==> config.mk <==
export PLATFORM = sky130hd
export DESIGN_NAME = sap_cpu_param
export DESIGN_NICKNAME = d
export VERILOG_FILES = /design/src/rtl/sap_cpu_param.sv
export SDC_FILE = /design/constraint.sdc
export NUM_CORES = 1
export LEC_CHECK = 0
export CELL_PAD_IN_SITES_DETAIL_PLACEMENT = 1
export CELL_PAD_IN_SITES_GLOBAL_PLACEMENT = 2
export CORE_ASPECT_RATIO = 0.7
export CORE_MARGIN = 3
export CORE_UTILIZATION = 40
export CTS_CLUSTER_DIAMETER = 100
export DETAILED_ROUTE_END_ITERATION = 8
export HOLD_SLACK_MARGIN = 0.02
export PLACE_DENSITY_LB_ADDON = 0.05
export SETUP_SLACK_MARGIN = 0.02
export SKIP_LAST_GASP = 1
export SLEW_MARGIN = 20
export SYNTH_ARGS = -nofsm -noshare
export SYNTH_HDL_FRONTEND = slang
export SYNTH_SLANG_ARGS = --single-unit
export TNS_END_PERCENT = 100
==> constraint.sdc <==
create_clock -name clk -period 2.35 [get_ports clk]
set_clock_uncertainty 0.1 [all_clocks]
set_input_delay 0.235 -clock clk [delete_from_list [all_inputs] [get_ports clk]]
set_output_delay 0.235 -clock clk [all_outputs]
set_load 0.01 [all_outputs]
==> src/rtl/sap_cpu_param.sv <==
`timescale 1ns/1ps
// Parameterised SAP-style accumulator CPU: FETCH then EX1 (plus EX2 for ADD/SUB), so 2 or 3 cycles per instruction.
// No backpressure: out_valid is a one-cycle pulse; program writes are accepted only while halted.
module sap_cpu_param #(
    parameter int DATA_W = 8,
    parameter int ADDR_W = 4
) (
    input  logic              clk,
    input  logic              rst,
    input  logic              run,
    input  logic              prog_we,
    input  logic [ADDR_W-1:0] prog_addr,
    input  logic [DATA_W-1:0] prog_data,
    output logic [DATA_W-1:0] out_data,
    output logic              out_valid,
    output logic [ADDR_W-1:0] pc,
    output logic              cf,
    output logic              zf,
    output logic              halted,
    output logic              busy
);

    localparam int DEPTH = 1 << ADDR_W;

    localparam logic [3:0] OP_LDA = 4'h1;
    localparam logic [3:0] OP_ADD = 4'h2;
    localparam logic [3:0] OP_SUB = 4'h3;
    localparam logic [3:0] OP_STA = 4'h4;
    localparam logic [3:0] OP_LDI = 4'h5;
    localparam logic [3:0] OP_JMP = 4'h6;
    localparam logic [3:0] OP_JC  = 4'h7;
    localparam logic [3:0] OP_JZ  = 4'h8;
    localparam logic [3:0] OP_OUT = 4'hE;
    localparam logic [3:0] OP_HLT = 4'hF;

    typedef enum logic [2:0] {
        S_IDLE,
        S_FETCH,
        S_EX1,
        S_EX2,
        S_HALT
    } state_t;

    state_t state, state_nxt;

    logic [DATA_W-1:0] mem [DEPTH];
    logic [DATA_W-1:0] acc;
    logic [DATA_W-1:0] breg;
    logic [DATA_W-1:0] ir;
    logic [3:0]        opcode;
    logic [ADDR_W-1:0] operand;
    logic [DATA_W:0]   alu_sum;

    assign opcode  = ir[DATA_W-1 -: 4];
    assign operand = ir[ADDR_W-1:0];
    assign halted  = (state == S_IDLE) || (state == S_HALT);
    assign busy    = (state == S_FETCH) || (state == S_EX1) || (state == S_EX2);

    // SUB is A + ~B + 1 so the carry out reads as "no borrow" (A >= B).
    always_comb begin
        alu_sum = {1'b0, acc} + {1'b0, breg};
        if (opcode == OP_SUB) begin
            alu_sum = {1'b0, acc} + {1'b0, ~breg} + (DATA_W+1)'(1);
        end
    end

    always_ff @(posedge clk) begin
        if (rst) begin
            state <= S_IDLE;
        end else begin
            state <= state_nxt;
        end
    end

    always_comb begin
        state_nxt = state;
        case (state)
            S_IDLE, S_HALT: begin
                if (run) state_nxt = S_FETCH;
            end
            S_FETCH: state_nxt = S_EX1;
            S_EX1: begin
                case (opcode)
                    OP_ADD, OP_SUB: state_nxt = S_EX2;
                    OP_HLT:         state_nxt = S_HALT;
                    default:        state_nxt = S_FETCH;
                endcase
            end
            S_EX2:   state_nxt = S_FETCH;
            default: state_nxt = S_IDLE;
        endcase
    end

    always_ff @(posedge clk) begin
        if (rst) begin
            pc        <= '0;
            acc       <= '0;
            breg      <= '0;
            ir        <= '0;
            out_data  <= '0;
            out_valid <= 1'b0;
            cf        <= 1'b0;
            zf        <= 1'b0;
        end else begin
            out_valid <= 1'b0;
            case (state)
                S_IDLE, S_HALT: begin
                    if (run) pc <= '0;
                end
                S_FETCH: begin
                    ir <= mem[pc];
                    pc <= pc + ADDR_W'(1);
                end
                S_EX1: begin
                    case (opcode)
                        OP_LDA:         acc  <= mem[operand];
                        OP_ADD, OP_SUB: breg <= mem[operand];
                        OP_LDI:         acc  <= {{(DATA_W-ADDR_W){1'b0}}, operand};
                        OP_JMP:         pc   <= operand;
                        OP_JC:          if (cf) pc <= operand;
                        OP_JZ:          if (zf) pc <= operand;
                        OP_OUT: begin
                            out_data  <= acc;
                            out_valid <= 1'b1;
                        end
                        default: ;
                    endcase
                end
                S_EX2: begin
                    acc <= alu_sum[DATA_W-1:0];
                    cf  <= alu_sum[DATA_W];
                    zf  <= (alu_sum[DATA_W-1:0] == '0);
                end
                default: ;
            endcase
        end
    end

    // Program memory survives reset; host and STA writes can never coincide.
    always_ff @(posedge clk) begin
        if (!rst) begin
            if (halted && prog_we) begin
                mem[prog_addr] <= prog_data;
            end else if ((state == S_EX1) && (opcode == OP_STA)) begin
                mem[operand] <= acc;
            end
        end
    end

endmodule

==> impl_metrics.json <==
{
  "status": "complete, but fails checks",
  "violations": "setup timing",
  "worst_pin_slew_ns": 0.6348,
  "finalHoldViolCount": 0,
  "ys.flop_type": "edfxtp_1",
  "diodes": 0,
  "synth_edf_count": 128,
  "fill_cells": 2044,
  "power_density_nw_per_um2": 641.8,
  "tritoncts": "yes",
  "synth_seq_cells": 170,
  "synth_compound_area_share_pct": 6.295,
  "end_kind": "register",
  "max_freq_mhz": 417.6,
  "final.period_utilization_pct": 101.9,
  "clk_latency_ns": 0.45,
  "die_x_microns": 181.1,
  "leakage_nw": 3.914,
  "start_kind": "register",
  "power_mw": 7.261,
  "async_flop_share_pct": 0,
  "clockBufferDepth": 2,
  "io_pins": 33,
  "slew_headroom_pct": 57.62,
  "gr-usage-all-layers_pct": 24.39,
  "grt_pass1_wl_microns": 40740,
  "ys_types": 66,
  "syn-num-nets": 633,
  "cts_max_level": 4,
  "drtAntennaViolNets": 0,
  "drt_wl_total_microns": 27940,
  "seq_area_frac_synth_pct": 54.55,
  "synth_top_family_by_area": "multiplexers",
  "setup_violations": 30,
  "gp_congestion": 0.8723,
  "period_needed_ns": 2.395,
  "worstHoldPathType": "primary input to register",
  "drt_pre_antenna_iters": 4,
  "io_buffers": 32,
  "fin_ws_ns": -0.04490,
  "overflow": 0,
  "synthAdderAreaFrac_pct": 3.089,
  "criticalPathCategory": "register to register",
  "drc_errors": 0,
  "cts-root-buf": "clkbuf_16",
  "drv_slew": 0,
  "syn_to_final_growth_pct": 31.75,
  "hpwl_microns": 19890,
  "grt_pass1_vias": 6116,
  "drt_iter0_drc": 729,
  "cts_buffers": 17,
  "yosys.area_share.simple_pct": 8.990,
  "cp.required_ns": 2.41,
  "fin_nets": 754,
  "worstPathArrival_ns": 2.46,
  "critPathLaunch": "state[0]$_SDFFE_PP0P_",
  "hp-start": "run",
  "avgViaCountPerCell": 5.884,
  "grt_antenna_before_repair": 2,
  "r2r_start": "state[0]$_SDFFE_PP0P_",
  "rsz0062_at_grt": "yes",
  "synth.area.mux_share_pct": 23.26,
  "routedWlPerCell_microns": 27.75,
  "cts.reportedPaths.clkPinSlew_ns": 0.07,
  "hold_slack_ns": 0.2952,
  "start_util_pct": 41.05,
  "grt_start_max_net_pins": 42,
  "netlist_instances": 597,
  "maxCapViolations": 0,
  "clkSinkCount": 170,
  "synth_area_sq_um": 8587,
  "peakVddDrop_mv": 0.5570,
  "fp.coreArea_sq_um": 20920,
  "drive_gt1_share_pct": 41.86,
  "avgSynthCellArea_sq_um": 14.38,
  "rows": 44,
  "critPathMaxFanout": 8,
  "vias": 5925,
  "synth_xor_area_share_pct": 0.6120,
  "die-area_sq_um": 23290,
  "die_height_microns": 128.6,
  "yosys_warnings": 0
}
-- repair_timing --
| item | in CTS | in global routing |
|---|---|---|
| pin swaps | 17 | 27 |
| hold buffers | 1 | 0 |
| gates resized for setup | 40 | 45 |
| setup endpoints to repair | 153 | 174 |
| hold endpoints to repair | 2 | 0 |
| buffers inserted | 18 | 4 |
| cloned | 1 | 2 |
-- worst paths after layout --
path              depth (start not counted)                       end  slack [ns]
setup / recovery                          8      mem[13][1]$_DFFE_PP_       -0.04
setup reg to reg                          8      mem[13][1]$_DFFE_PP_       -0.04
hold / removal                            3     state[0]$_SDFFE_PP0P_        0.30
hold reg to reg                           2  out_data[0]$_SDFFE_PP0P_        0.42
-- cells in the mapped netlist, drive strengths merged, types with 3 or more instances --
cell,count,area (sq um)
o21a,4,30.03
a221oi,3,26.28
a211oi,5,37.54
clkbuf,18,67.56
nor3b,4,41.29
ha,18,225.2
inv,19,71.31
a21oi,32,160.2
nor2,55,206.5
nand2,52,200.2
o21bai,3,22.52
nor3,7,40.04
a31oi,8,65.06
xnor2,3,26.28
xor2,3,26.28
buf,24,136.4
dfxtp,42,840.8
nand4,3,18.77
nand3,11,55.05
o21ai,10,50.04
mux2i,18,180.2
mux4,80,1802
nor2b,7,51.30
nand3b,4,30.03
edfxtp,128,3844
-- final cells by class --
cell class	count	area (sq um)	share of cell area [%]
clock buffers	17	425.4	3.760
clock inverters	15	163.9	1.449
inverters	19	71.32	0.6304
multi-input cells	366	4050	35.80
flip-flops and latches	170	4698	41.53
well taps	276	345.3	3.052
repair buffers	144	1559	13.78
-- per-stage QoR --
stage | utilization, % | TNS [ns] | std cells | instance area (sq um) | worst slack (ns)
after floorplan | - | -4.832 | 597 | 8725 | -0.07836
after global placement | 48.07 | -17.95 | 951 | 10060 | -0.2138
after detailed placement | 48.07 | -21.91 | 951 | 10060 | -0.2325
after CTS | 52.92 | -1.294 | 1003 | 11070 | -0.06595
after global routing | 54.08 | -9.017 | 1007 | 11310 | -0.1279
final | 54.08 | -0.5592 | 1007 | 11310 | -0.04490
-- critical path: stages (launching register included) --
cell      delay, ns
dfxtp_2        0.34
nor3b_4        0.26
nand4b_4       0.13
or3b_4         0.50
mux2_4         0.31
nand2_8        0.09
buf_6          0.14
nor2_4         0.08
buf_8          0.15
-- logic make-up (layout without fill, tap and decap cells) --
group,count (synthesis),count (layout)
AO/OA/AOI/OAI,83,83
adder cells (fa/ha/maj),20,20
multiplexers,99,99
AND/OR/NAND/NOR,158,158
buffers and inverters,61,195
XOR/XNOR,6,6
flip-flops,170,170
-- report_power, final --
group / internal [mW] / total, mW / switching, mW / leakage [nW]
clock: 1.58 / 2.85 / 1.27 / 0.276
combinational: 0.537 / 1.11 / 0.570 / 2.14
sequential: 3.26 / 3.30 / 0.0368 / 1.50
total: 5.38 / 7.26 / 1.88 / 3.91
-- cells in the final DEF, fill, tap and decap left out, drive strengths merged, types with 18 or more instances in the layout --
cell type,n
buf,110
clkbuf,19
a21oi,32
dfxtp,42
inv,23
mux2i,18
ha,18
mux4,80
nand2,52
edfxtp,128
nor2,55
clkdlybuf4s50,31
-- flip-flops by register name, summed over array words and instances (netlist names) --
name,count
out_data,8
breg,8
mem,128
cf,1
state,3
ir,8
zf,1
acc,8
pc,4
out_valid,1
-- routing by layer --
layer	global-route usage (%)	routed length (microns)
met4	5.506	422
met3	5.369	2259
met5	0	0
met1	38.16	13390
met2	34.91	11870
Power figures use the tool's default switching activity.
